**src/rtl/rapid_pkg.sv**
```systemverilog
// rtl/rapid_pkg.sv - shared types and constants for the rapid_x hazard scoreboard
package rapid_pkg;

  localparam int RAPID_XLEN   = 32;
  localparam int HZ_DEPTH_MAX = 4;

  typedef struct packed {
    logic       valid;
    logic [4:0] rd;
    logic       is_load;
  } hazard_entry_t;

endpackage

```
**src/rtl/rapid_hazard_if.sv**
```systemverilog
// rtl/rapid_hazard_if.sv - decode/forwarding bundle between pipeline and hazard scoreboard
interface rapid_hazard_if #(
  parameter int XLEN   = 32,
  parameter int NREG_W = 5,
  parameter int DEPTH  = 2
);
  logic                    i_pipeline_ready;
  logic                    i_flush;
  logic                    i_de_valid;
  logic [NREG_W-1:0]       i_de_rs1;
  logic [NREG_W-1:0]       i_de_rs2;
  logic [NREG_W-1:0]       i_de_rd;
  logic                    i_de_rd_we;
  logic                    i_de_is_load;
  logic [XLEN-1:0]         i_rf_rs1_data;
  logic [XLEN-1:0]         i_rf_rs2_data;
  logic [DEPTH*XLEN-1:0]   i_stage_data;
  logic [XLEN-1:0]         o_fwd_rs1;
  logic [XLEN-1:0]         o_fwd_rs2;
  logic                    o_stall;

  modport master (
    output i_pipeline_ready, i_flush, i_de_valid, i_de_rs1, i_de_rs2, i_de_rd,
           i_de_rd_we, i_de_is_load, i_rf_rs1_data, i_rf_rs2_data, i_stage_data,
    input  o_fwd_rs1, o_fwd_rs2, o_stall
  );

  modport slave (
    input  i_pipeline_ready, i_flush, i_de_valid, i_de_rs1, i_de_rs2, i_de_rd,
           i_de_rd_we, i_de_is_load, i_rf_rs1_data, i_rf_rs2_data, i_stage_data,
    output o_fwd_rs1, o_fwd_rs2, o_stall
  );
endinterface

```
**src/rtl/rapid_fwd_select.sv**
```systemverilog
// rtl/rapid_fwd_select.sv - per-operand youngest-producer match, readiness check and forward mux
module rapid_fwd_select
  import rapid_pkg::*;
#(
  parameter int XLEN       = RAPID_XLEN,
  parameter int NREG_W     = 5,
  parameter int DEPTH      = 2,
  parameter int LOAD_STAGE = 1
) (
  input  hazard_entry_t [DEPTH-1:0] entries,
  input  logic [NREG_W-1:0]         rs,
  input  logic [XLEN-1:0]           rf_data,
  input  logic [DEPTH*XLEN-1:0]     stage_data,
  output logic [XLEN-1:0]           data,
  output logic                      stall_req
);

  logic found;

  // Only the first (youngest) match decides; older producers are never consulted after it.
  always_comb begin
    data      = rf_data;
    stall_req = 1'b0;
    found     = 1'b0;
    for (int i = 0; i < DEPTH; i++) begin
      if (!found && entries[i].valid && (NREG_W'(entries[i].rd) == rs)) begin
        found = 1'b1;
        if (!entries[i].is_load || (i >= LOAD_STAGE)) begin
          data = stage_data[i*XLEN +: XLEN];
        end else begin
          stall_req = 1'b1;
        end
      end
    end
    if (rs == '0) begin
      data      = '0;
      stall_req = 1'b0;
    end
  end

endmodule

```
**src/rtl/rapid_hazard_scoreboard.sv**
```systemverilog
// rtl/rapid_hazard_scoreboard.sv - in-flight write scoreboard with forwarding and load-use stall; RAPID_HAZARD_PERF_EN adds stall/flush counters
module rapid_hazard_scoreboard
  import rapid_pkg::*;
#(
  parameter int XLEN       = RAPID_XLEN,
  parameter int NREG_W     = 5,
  parameter int DEPTH      = 2,
  parameter int LOAD_STAGE = 1
) (
  input  logic          i_clk,
  input  logic          i_reset,
  rapid_hazard_if.slave hz
`ifdef RAPID_HAZARD_PERF_EN
  ,
  output logic [31:0]   o_stall_cnt,
  output logic [31:0]   o_flush_cnt
`endif
);

  hazard_entry_t [DEPTH-1:0] entries_q;
  hazard_entry_t             insert_entry;
  logic                      stall_rs1;
  logic                      stall_rs2;
  logic                      stall;

  rapid_fwd_select #(
    .XLEN(XLEN), .NREG_W(NREG_W), .DEPTH(DEPTH), .LOAD_STAGE(LOAD_STAGE)
  ) u_sel_rs1 (
    .entries    (entries_q),
    .rs         (hz.i_de_rs1),
    .rf_data    (hz.i_rf_rs1_data),
    .stage_data (hz.i_stage_data),
    .data       (hz.o_fwd_rs1),
    .stall_req  (stall_rs1)
  );

  rapid_fwd_select #(
    .XLEN(XLEN), .NREG_W(NREG_W), .DEPTH(DEPTH), .LOAD_STAGE(LOAD_STAGE)
  ) u_sel_rs2 (
    .entries    (entries_q),
    .rs         (hz.i_de_rs2),
    .rf_data    (hz.i_rf_rs2_data),
    .stage_data (hz.i_stage_data),
    .data       (hz.o_fwd_rs2),
    .stall_req  (stall_rs2)
  );

  // A flush kills the decode slot, so it also cancels any stall it would have caused.
  assign stall      = hz.i_de_valid && !hz.i_flush && (stall_rs1 || stall_rs2);
  assign hz.o_stall = stall;

  always_comb begin
    insert_entry = '0;
    if (hz.i_de_valid && !hz.i_flush && !stall) begin
      insert_entry.valid   = hz.i_de_rd_we && (hz.i_de_rd != '0);
      insert_entry.rd      = 5'(hz.i_de_rd);
      insert_entry.is_load = hz.i_de_is_load;
    end
  end

  always_ff @(posedge i_clk) begin
    if (i_reset) begin
      entries_q <= '0;
    end else if (hz.i_pipeline_ready) begin
      for (int i = DEPTH - 1; i > 0; i--) begin
        entries_q[i] <= entries_q[i-1];
      end
      entries_q[0] <= insert_entry;
    end
  end

`ifdef RAPID_HAZARD_PERF_EN
  always_ff @(posedge i_clk) begin
    if (i_reset) begin
      o_stall_cnt <= '0;
      o_flush_cnt <= '0;
    end else if (hz.i_pipeline_ready) begin
      if (stall) o_stall_cnt <= o_stall_cnt + 32'd1;
      if (hz.i_flush) o_flush_cnt <= o_flush_cnt + 32'd1;
    end
  end
`endif

endmodule
```
**src/flat_wrapper.sv**
```systemverilog
// flat-port wrapper written by rule: the top's interface ports become plain ports
module rapid_hazard_scoreboard_flat import rapid_pkg::*;
#(
  parameter int XLEN       = RAPID_XLEN,
  parameter int NREG_W     = 5,
  parameter int DEPTH      = 2,
  parameter int LOAD_STAGE = 1
)
  (i_clk, i_reset, hz_i_pipeline_ready, hz_i_flush, hz_i_de_valid, hz_i_de_rs1, hz_i_de_rs2, hz_i_de_rd, hz_i_de_rd_we, hz_i_de_is_load, hz_i_rf_rs1_data, hz_i_rf_rs2_data, hz_i_stage_data, hz_o_fwd_rs1, hz_o_fwd_rs2, hz_o_stall);
  rapid_hazard_if #(.XLEN(XLEN), .NREG_W(NREG_W), .DEPTH(DEPTH)) hz_i ();
  input  logic i_clk;
  input  logic i_reset;
  input wire logic [$bits(hz_i.i_pipeline_ready)-1:0] hz_i_pipeline_ready;
  input wire logic [$bits(hz_i.i_flush)-1:0] hz_i_flush;
  input wire logic [$bits(hz_i.i_de_valid)-1:0] hz_i_de_valid;
  input wire logic [$bits(hz_i.i_de_rs1)-1:0] hz_i_de_rs1;
  input wire logic [$bits(hz_i.i_de_rs2)-1:0] hz_i_de_rs2;
  input wire logic [$bits(hz_i.i_de_rd)-1:0] hz_i_de_rd;
  input wire logic [$bits(hz_i.i_de_rd_we)-1:0] hz_i_de_rd_we;
  input wire logic [$bits(hz_i.i_de_is_load)-1:0] hz_i_de_is_load;
  input wire logic [$bits(hz_i.i_rf_rs1_data)-1:0] hz_i_rf_rs1_data;
  input wire logic [$bits(hz_i.i_rf_rs2_data)-1:0] hz_i_rf_rs2_data;
  input wire logic [$bits(hz_i.i_stage_data)-1:0] hz_i_stage_data;
  output wire logic [$bits(hz_i.o_fwd_rs1)-1:0] hz_o_fwd_rs1;
  output wire logic [$bits(hz_i.o_fwd_rs2)-1:0] hz_o_fwd_rs2;
  output wire logic [$bits(hz_i.o_stall)-1:0] hz_o_stall;
  assign hz_i.i_pipeline_ready = hz_i_pipeline_ready;
  assign hz_i.i_flush = hz_i_flush;
  assign hz_i.i_de_valid = hz_i_de_valid;
  assign hz_i.i_de_rs1 = hz_i_de_rs1;
  assign hz_i.i_de_rs2 = hz_i_de_rs2;
  assign hz_i.i_de_rd = hz_i_de_rd;
  assign hz_i.i_de_rd_we = hz_i_de_rd_we;
  assign hz_i.i_de_is_load = hz_i_de_is_load;
  assign hz_i.i_rf_rs1_data = hz_i_rf_rs1_data;
  assign hz_i.i_rf_rs2_data = hz_i_rf_rs2_data;
  assign hz_i.i_stage_data = hz_i_stage_data;
  assign hz_o_fwd_rs1 = hz_i.o_fwd_rs1;
  assign hz_o_fwd_rs2 = hz_i.o_fwd_rs2;
  assign hz_o_stall = hz_i.o_stall;
  rapid_hazard_scoreboard #(.XLEN(XLEN), .NREG_W(NREG_W), .DEPTH(DEPTH), .LOAD_STAGE(LOAD_STAGE)) u_core (.i_clk(i_clk), .i_reset(i_reset), .hz(hz_i));
endmodule
```
**config.mk**
```make
export PLATFORM = sky130hd
export DESIGN_NAME = rapid_hazard_scoreboard_flat
export DESIGN_NICKNAME = d
export VERILOG_FILES = /design/src/rtl/rapid_pkg.sv /design/src/rtl/rapid_hazard_if.sv /design/src/rtl/rapid_fwd_select.sv /design/src/rtl/rapid_hazard_scoreboard.sv /design/src/flat_wrapper.sv
export SDC_FILE = /design/constraint.sdc
export NUM_CORES = 1
export LEC_CHECK = 0
export ABC_AREA = 1
export ABC_CLOCK_PERIOD_IN_PS = 2450
export CAP_MARGIN = 20
export CORE_MARGIN = 8
export CORE_UTILIZATION = 46
export CTS_CLUSTER_DIAMETER = 40
export DETAILED_ROUTE_END_ITERATION = 8
export PLACE_DENSITY = 0.89
export SYNTH_ARGS = -nofsm -noshare
export SYNTH_HDL_FRONTEND = slang
export SYNTH_HIERARCHICAL = 1
export SYNTH_SLANG_ARGS = --single-unit
```
**constraint.sdc**
```tcl
create_clock -name i_clk -period 2.45 [get_ports i_clk]
set_input_delay 0.49 -clock i_clk [delete_from_list [all_inputs] [get_ports i_clk]]
set_output_delay 0.49 -clock i_clk [all_outputs]
set_load 0.02 [all_outputs]
```
==> results by group, run 1 <==
Status
  • Status: finished with violations
  • Failing checks: negative setup slack

Placed design
  • DPL Wire Length: 15.0 mm
  • Placer Congestion: 0.921
  • IO buf count: 214
  • Placed cell area: 6950 sq um

Critical path
  • Critical path type: flop to output pin
  • CP Launch Type: flop
  • CP Capture Type: output pin
  • Crit path DAT: 1.99 ns
  • Cells along the critical path: inv_2 > nand2_2 > nand2_2 > nor2_4 > nand3_4 > nor2_4 > buf_6 > buf_12 > buf_16 > nor2_2 > nor2_1 > buf_4
  • CP max stage cell: dfxtp_4
  • CP top delay family: simple AND/OR/NAND/NOR gates
  • Max stage delay on crit path: 0.37 ns
  • R2r startpoint: u_core/entries_q[2]$_SDFFE_PP0P_
  • FF-to-FF setup slack: 0.77 ns
  • CP startpoint: u_core/entries_q[9]$_SDFFE_PP0P_
  • Required time of the critical path: 1.96 ns
  • Worst R2R Path Depth: 11
  • Reg-to-Reg End: u_core/entries_q[2]$_SDFFE_PP0P_
  • Buf/Inv on CP: 5
  • CP max FO: 7

STA
  • Slew Limit Fails: 0
  • Sum of negative setup slack: -0.107 ns
  • Final setup viols: 10
  • Fin Clk Skew: 0.00260 ns
  • Relative slew slack: 73.8%
  • RSZ-0062 raised after global routing: yes
  • Fin crit share: 101%
  • Fin crit period: 2.48 ns
  • Final worst setup slack: -0.0321 ns
  • Fmax: 403 MHz
  • Final Hold Viols: 0
  • Worst-Margin Slew: 0.392 ns

Worst hold path
  • Worst Hold Class: flop to flop
  • Hold Path End: u_core/entries_q[10]$_SDFFE_PP0P_
  • Hold path startpoint: u_core/entries_q[3]$_SDFFE_PP0P_
  • Worst Hold Depth: 2

Die
  • Starting Density: 47.5%
  • Die area: 13000 sq um
  • DIE HEIGHT: 114 um
  • Core Box Area: 9280 sq um
  • I/O Pins: 215
  • Row cnt: 35
  • Die W: 114 um

Finish
  • Filler Cell Count: 689
  • Core Util, Final: 82.3%
  • Multi-input logic area: 3700 sq um
  • Share of layout cells above drive strength 1: 25.0%
  • Synth-to-layout area growth: 73.2%
  • Post-route design area: 7640 sq um
  • Post-layout nets: 1346
  • Largest Register: u_core/entries_q
  • Max reg flops: 13
  • Register area: 292 sq um
  • Top flop regs: u_core/entries_q x13

Global routing
  • Pin count of the biggest net entering global routing: 43
  • Antenna violations before repair: 1
  • Total GRT Usage: 32.9%
  • First-pass GRT wire length: 34.8 mm
  • Vias in the first global route: 6772
  • Overflow after GRT: 0

CTS
  • Clk sinks: 13
  • Clk slew on worst S/H paths: 0.05 ns
  • TritonCTS clock tree: yes
  • CTS Buf Count: 3
  • H-tree levels: 1
  • Cts hold-fix bufs: 0
  • Clock Path Buffers: 2
  • Clock root buffer: clkbuf_8
  • Worst-Skew Late Latency: 0.25 ns

Route
  • Initial DRC Count: 1105
  • DR WL/cell: 17.9 um
  • Final WL: 23.8 mm
  • DRC viols: 0
  • Vias/cell: 5.66
  • Final ANT Viol Nets: 0
  • DRT Pass-1 Iters: 6
  • Vias: 7501

Power and ir drop
  • Pwr dens: 202 nW/um^2
  • Leak Pwr: 4.29 nW
  • Worst IR Drop VDD: 0.415 mV
  • Tot Pwr: 1.55 mW

Yosys
  • Synthesized cell area: 4410 sq um
  • Post-Syn Nets: 1110
  • Mapped Cells: 960
  • Synth Warn #: 6
  • Average cell area after synthesis: 4.59 sq um

Flow run
  • Maxcap violations: 0
tightest hold or removal path: cells and delay by family (launching register included):
kind	cells	cell delay (ns)
flops	1	0.35
simple gates	2	0.15
stage by stage:
stage	hold WS (ns)	setup WS [ns]	std cells
final	0.534	-0.0321	1325
after global routing	0.554	-0.117	1325
after CTS	0.547	-0.00239	1316
after detailed placement	0.524	-0.816	1286
after global placement	0.522	-0.789	1286
after floorplan	0.476	0.314	960
cells in the final DEF, fill, tap and decap left out, types with 12 or more instances in the layout:
cell type / count
buf_12: 24
buf_2: 43
buf_4: 70
clkdlybuf4s50_1: 139
inv_1: 89
inv_2: 13
nand2_1: 423
nand2_2: 29
nand3_1: 46
nand3_2: 23
nand4_1: 64
nor2_1: 111
nor2_2: 29
nor2_4: 25
o21ai_0: 12
where the power goes:
group          total, mW  switching [mW]  internal (mW)
sequential         0.241          0.0192          0.222
combinational       1.11           0.610          0.500
clock              0.194          0.0790          0.115
how the worst max path moves through the flow:
stage	to	depth (start not counted)
detailed placement	hz_o_fwd_rs1[24]	11
finish	hz_o_fwd_rs1[22]	12
global route	hz_o_fwd_rs1[19]	11
floorplan	hz_o_stall	9
global placement	hz_o_fwd_rs2[5]	11
CTS	hz_o_fwd_rs2[31]	11
layer usage:
layer / up-vias / global-route usage, % / routed length [um]
met4: 0 / 19.0 / 1480
met5: - / 0 / 0
met3: 136 / 4.91 / 2750
met1: 3279 / 39.0 / 8500
met2: 644 / 55.3 / 11000
li1: 3442 / - / -
layout make-up:
cell class	instances	area share, %
inverter	103	5.09
tap	129	2.11
timing repair buffer	298	39.9
sequential	13	3.82
clock buffer	4	0.590
multi-input combinational	777	48.4
antenna	1	0.0328
what timing repair did:
action / in CTS / in global routing
endpoints found under the setup margin: 65 / 65
buffers inserted: 16 / 10
pin swaps: 16 / 41
resized for setup: 329 / 144
gates cloned: 10 / 3
Power figures use the tool's default switching activity.
==> inputs of run 2 (changes only) <==
--- a/config.mk
+++ b/config.mk
@@ -11,6 +11,7 @@
 export CORE_MARGIN = 8
 export CORE_UTILIZATION = 46
 export CTS_CLUSTER_DIAMETER = 40
+export CTS_CLUSTER_SIZE = 30
 export DETAILED_ROUTE_END_ITERATION = 8
 export PLACE_DENSITY = 0.89
 export SYNTH_ARGS = -nofsm -noshare
==> results of run 2 <==
Final layout, timing and power as in run 1 (identical DEF).
==> inputs of run 3 (changes only) <==
--- a/config.mk
+++ b/config.mk
@@ -8,7 +8,7 @@
 export ABC_AREA = 1
 export ABC_CLOCK_PERIOD_IN_PS = 2450
 export CAP_MARGIN = 20
-export CORE_MARGIN = 8
+export CORE_MARGIN = 2
 export CORE_UTILIZATION = 46
 export CTS_CLUSTER_DIAMETER = 40
 export CTS_CLUSTER_SIZE = 30
==> run 3 against run 2 <==
Effect of this change: the flow still finishes with violations (negative setup slack); fmax fell by 0.75%; routed wire length fell by 8.0%; first-iteration DRC count shrank 23%; final area decreased by 3.1%; flip-flop and latch count did not move; utilization shrank 2.6 points; sequential share of layout area about the same; via count down 0.29%; total power decreased by 1.9%.
==> results by group, run 3 (same netlist as run 1, synthesis figures left out) <==
STA
  • Final setup viols: 3 (-7)
  • RSZ-0062 raised after global routing: yes
  • Fmax: 400 MHz (-0.75%)
  • Slew Limit Fails: 0 (unchanged)
  • Sum of negative setup slack: -0.0668 ns (+0.0407 ns)
  • Fin Clk Skew: 0.00389 ns (+0.00129 ns)
  • Worst-Margin Slew: 0.476 ns (+0.0837 ns)
  • Final Hold Viols: 0 (unchanged)
  • Fin crit share: 102% (+0.76 points)
  • Final worst setup slack: -0.0508 ns (-0.0187 ns)
  • Relative slew slack: 68.2% (-5.6 points)
  • Fin crit period: 2.50 ns (+0.0187 ns)

Route
  • Final WL: 21.9 mm (-8.0%)
  • WL met3: 2.42 mm (-12%)
  • Post-Route M1 WL: 7.89 mm (-7.1%)
  • Vias: 7479 (-0.29%)
  • DR WL/cell: 16.5 um (-8.2%)
  • Vias/cell: 5.63 (-0.59%)
  • Highest metal used: met4
  • DRC viols: 0 (unchanged)
  • DRT Pass-1 Iters: 8 (+2)
  • Met2 routed wirelength: 10.3 mm (-6.6%)
  • Final ANT Viol Nets: 0 (unchanged)
  • Initial DRC Count: 850 (-23%)

Global routing
  • Vias in the first global route: 6543 (-3.4%)
  • First-pass GRT wire length: 30.6 mm (-12%)
  • Pin count of the biggest net entering global routing: 36 (-16%)
  • Antenna violations before repair: 0 (-1)
  • Overflow after GRT: 0 (unchanged)
  • Total GRT Usage: 36.2% (+3.3 points)

Finish
  • N_diodes: 0 (-1)
  • Synth-to-layout area growth: 67.8%
  • Post-layout nets: 1351 (+0.37%)
  • Max reg flops: 13 (unchanged)
  • Commonest non-fill, non-tap cell in the layout: nand2_1
  • Share of layout cells above drive strength 1: 23.0% (-2.0 points)
  • Commonest cells after routing, fill and taps aside: nand2_1, clkdlybuf4s50_1, nor2_1
  • Post-route design area: 7400 sq um (-3.1%)
  • Non-filler cells, final: 1329 (+0.30%)
  • Largest Register: u_core/entries_q
  • Top flop regs: u_core/entries_q x13

Die
  • Die W: 102 um (-11%)
  • Core Box Area: 9280 sq um (unchanged)
  • DIE HEIGHT: 102 um (-11%)
  • Die area: 10400 sq um (-20%)
  • I/O Pins: 215 (unchanged)
  • Row cnt: 35 (unchanged)
  • Starting Density: 47.5% (unchanged)

Placed design
  • Placed cell area: 7030 sq um (+1.2%)
  • IO buf count: 214 (unchanged)
  • DPL Wire Length: 14.0 mm (-6.8%)
  • Pre-CTS setup slack: -0.758 ns (+0.0582 ns)
  • Post-placement cell count: 1297 (+0.86%)
  • Placer Congestion: 1.01 (+9.7%)

Power and ir drop
  • Worst IR Drop VDD: 0.394 mV (-5.0%)
  • Pwr dens: 205 nW/um^2 (+1.3%)
  • Leak Pwr: 4.26 nW (-0.82%)

CTS
  • H-tree levels: 1 (unchanged)
  • Clock Path Buffers: 2 (unchanged)
  • CTS Buf Count: 3 (unchanged)
  • Cts hold-fix bufs: 0 (unchanged)
  • Clk sinks: 13 (unchanged)
  • Clk slew on worst S/H paths: 0.06 ns (about the same)
  • TritonCTS clock tree: yes
  • Clock root buffer: clkbuf_8
  • Worst-Skew Late Latency: 0.25 ns (about the same)

Status
  • Failing checks: negative setup slack
  • Status: finished with violations

Critical path
  • CP Launch Type: primary input
  • Critical path type: primary input to output pin
  • Crit path DAT: 2.01 ns (+0.02 ns)
  • Required time of the critical path: 1.96 ns (about the same)
  • CP max FO: 8 (+1)
  • CP Capture Type: output pin

Worst hold path
  • Worst Hold Class: flop to flop

Flow run
  • Maxcap violations: 0 (unchanged)
run 3: routing by layer:
metal	global-route usage, %	up-vias
li1	-	3438
met1	44.6	3297
met2	62.6	601
met3	3.97	143
met4	17.8	0
met5	0	-
run 3: area by class of cell:
type	instances	area, sq um
multi-input cells	777	3560
repair buffers	303	2960
fillers	725	1880
inverters	103	387
flip-flops and latches	13	282
well taps	129	161
clock buffers	3	41.3
clock inverters	1	5.00
run 3: worst max-delay path, cell delays in order:
cell,delay [ns]
buf_2,0.12
inv_2,0.06
nand2_1,0.08
nand2_2,0.06
nor2_4,0.13
nand3_4,0.19
buf_12,0.21
buf_4,0.15
nand2_1,0.07
nand2_1,0.07
nor2_1,0.14
nor2_1,0.08
buf_4,0.16
run 3: final timing paths:
| check | start | endpoint | slack (ns) | cells past startpoint |
|---|---|---|---|---|
| max | hz_i_de_rs2[1] | hz_o_fwd_rs2[2] | -0.05 | 13 |
| min | u_core/entries_q[5]$_SDFFE_PP0P_ | u_core/entries_q[12]$_SDFFE_PP0P_ | 0.54 | 2 |
| max reg2reg | u_core/entries_q[5]$_SDFFE_PP0P_ | u_core/entries_q[2]$_SDFFE_PP0P_ | 0.65 | 13 |
| min reg2reg | u_core/entries_q[5]$_SDFFE_PP0P_ | u_core/entries_q[12]$_SDFFE_PP0P_ | 0.54 | 2 |
run 3: report_power, final:
part	switching [mW]	total (mW)	leakage [nW]	internal [mW]
clock	0.0831	0.196	0.0255	0.112
combinational	0.592	1.08	4.12	0.485
sequential	0.0203	0.244	0.112	0.223
total	0.696	1.52	4.26	0.820
run 3: repair_timing:
item,in CTS,in global routing
resized for setup,285,120
endpoints found under the setup margin,65,65
gates cloned,6,4
pin swaps,13,31
buffers inserted,10,10
run 3: through the flow:
step	util (%)	hold WS [ns]	total power, mW
CTS	78.5	0.560	1.45
detailed placement	75.7	0.562	1.28
finish	79.7	0.544	1.52
floorplan	-	0.476	0.717
global placement	75.7	0.519	1.27
global route	79.7	0.561	1.60
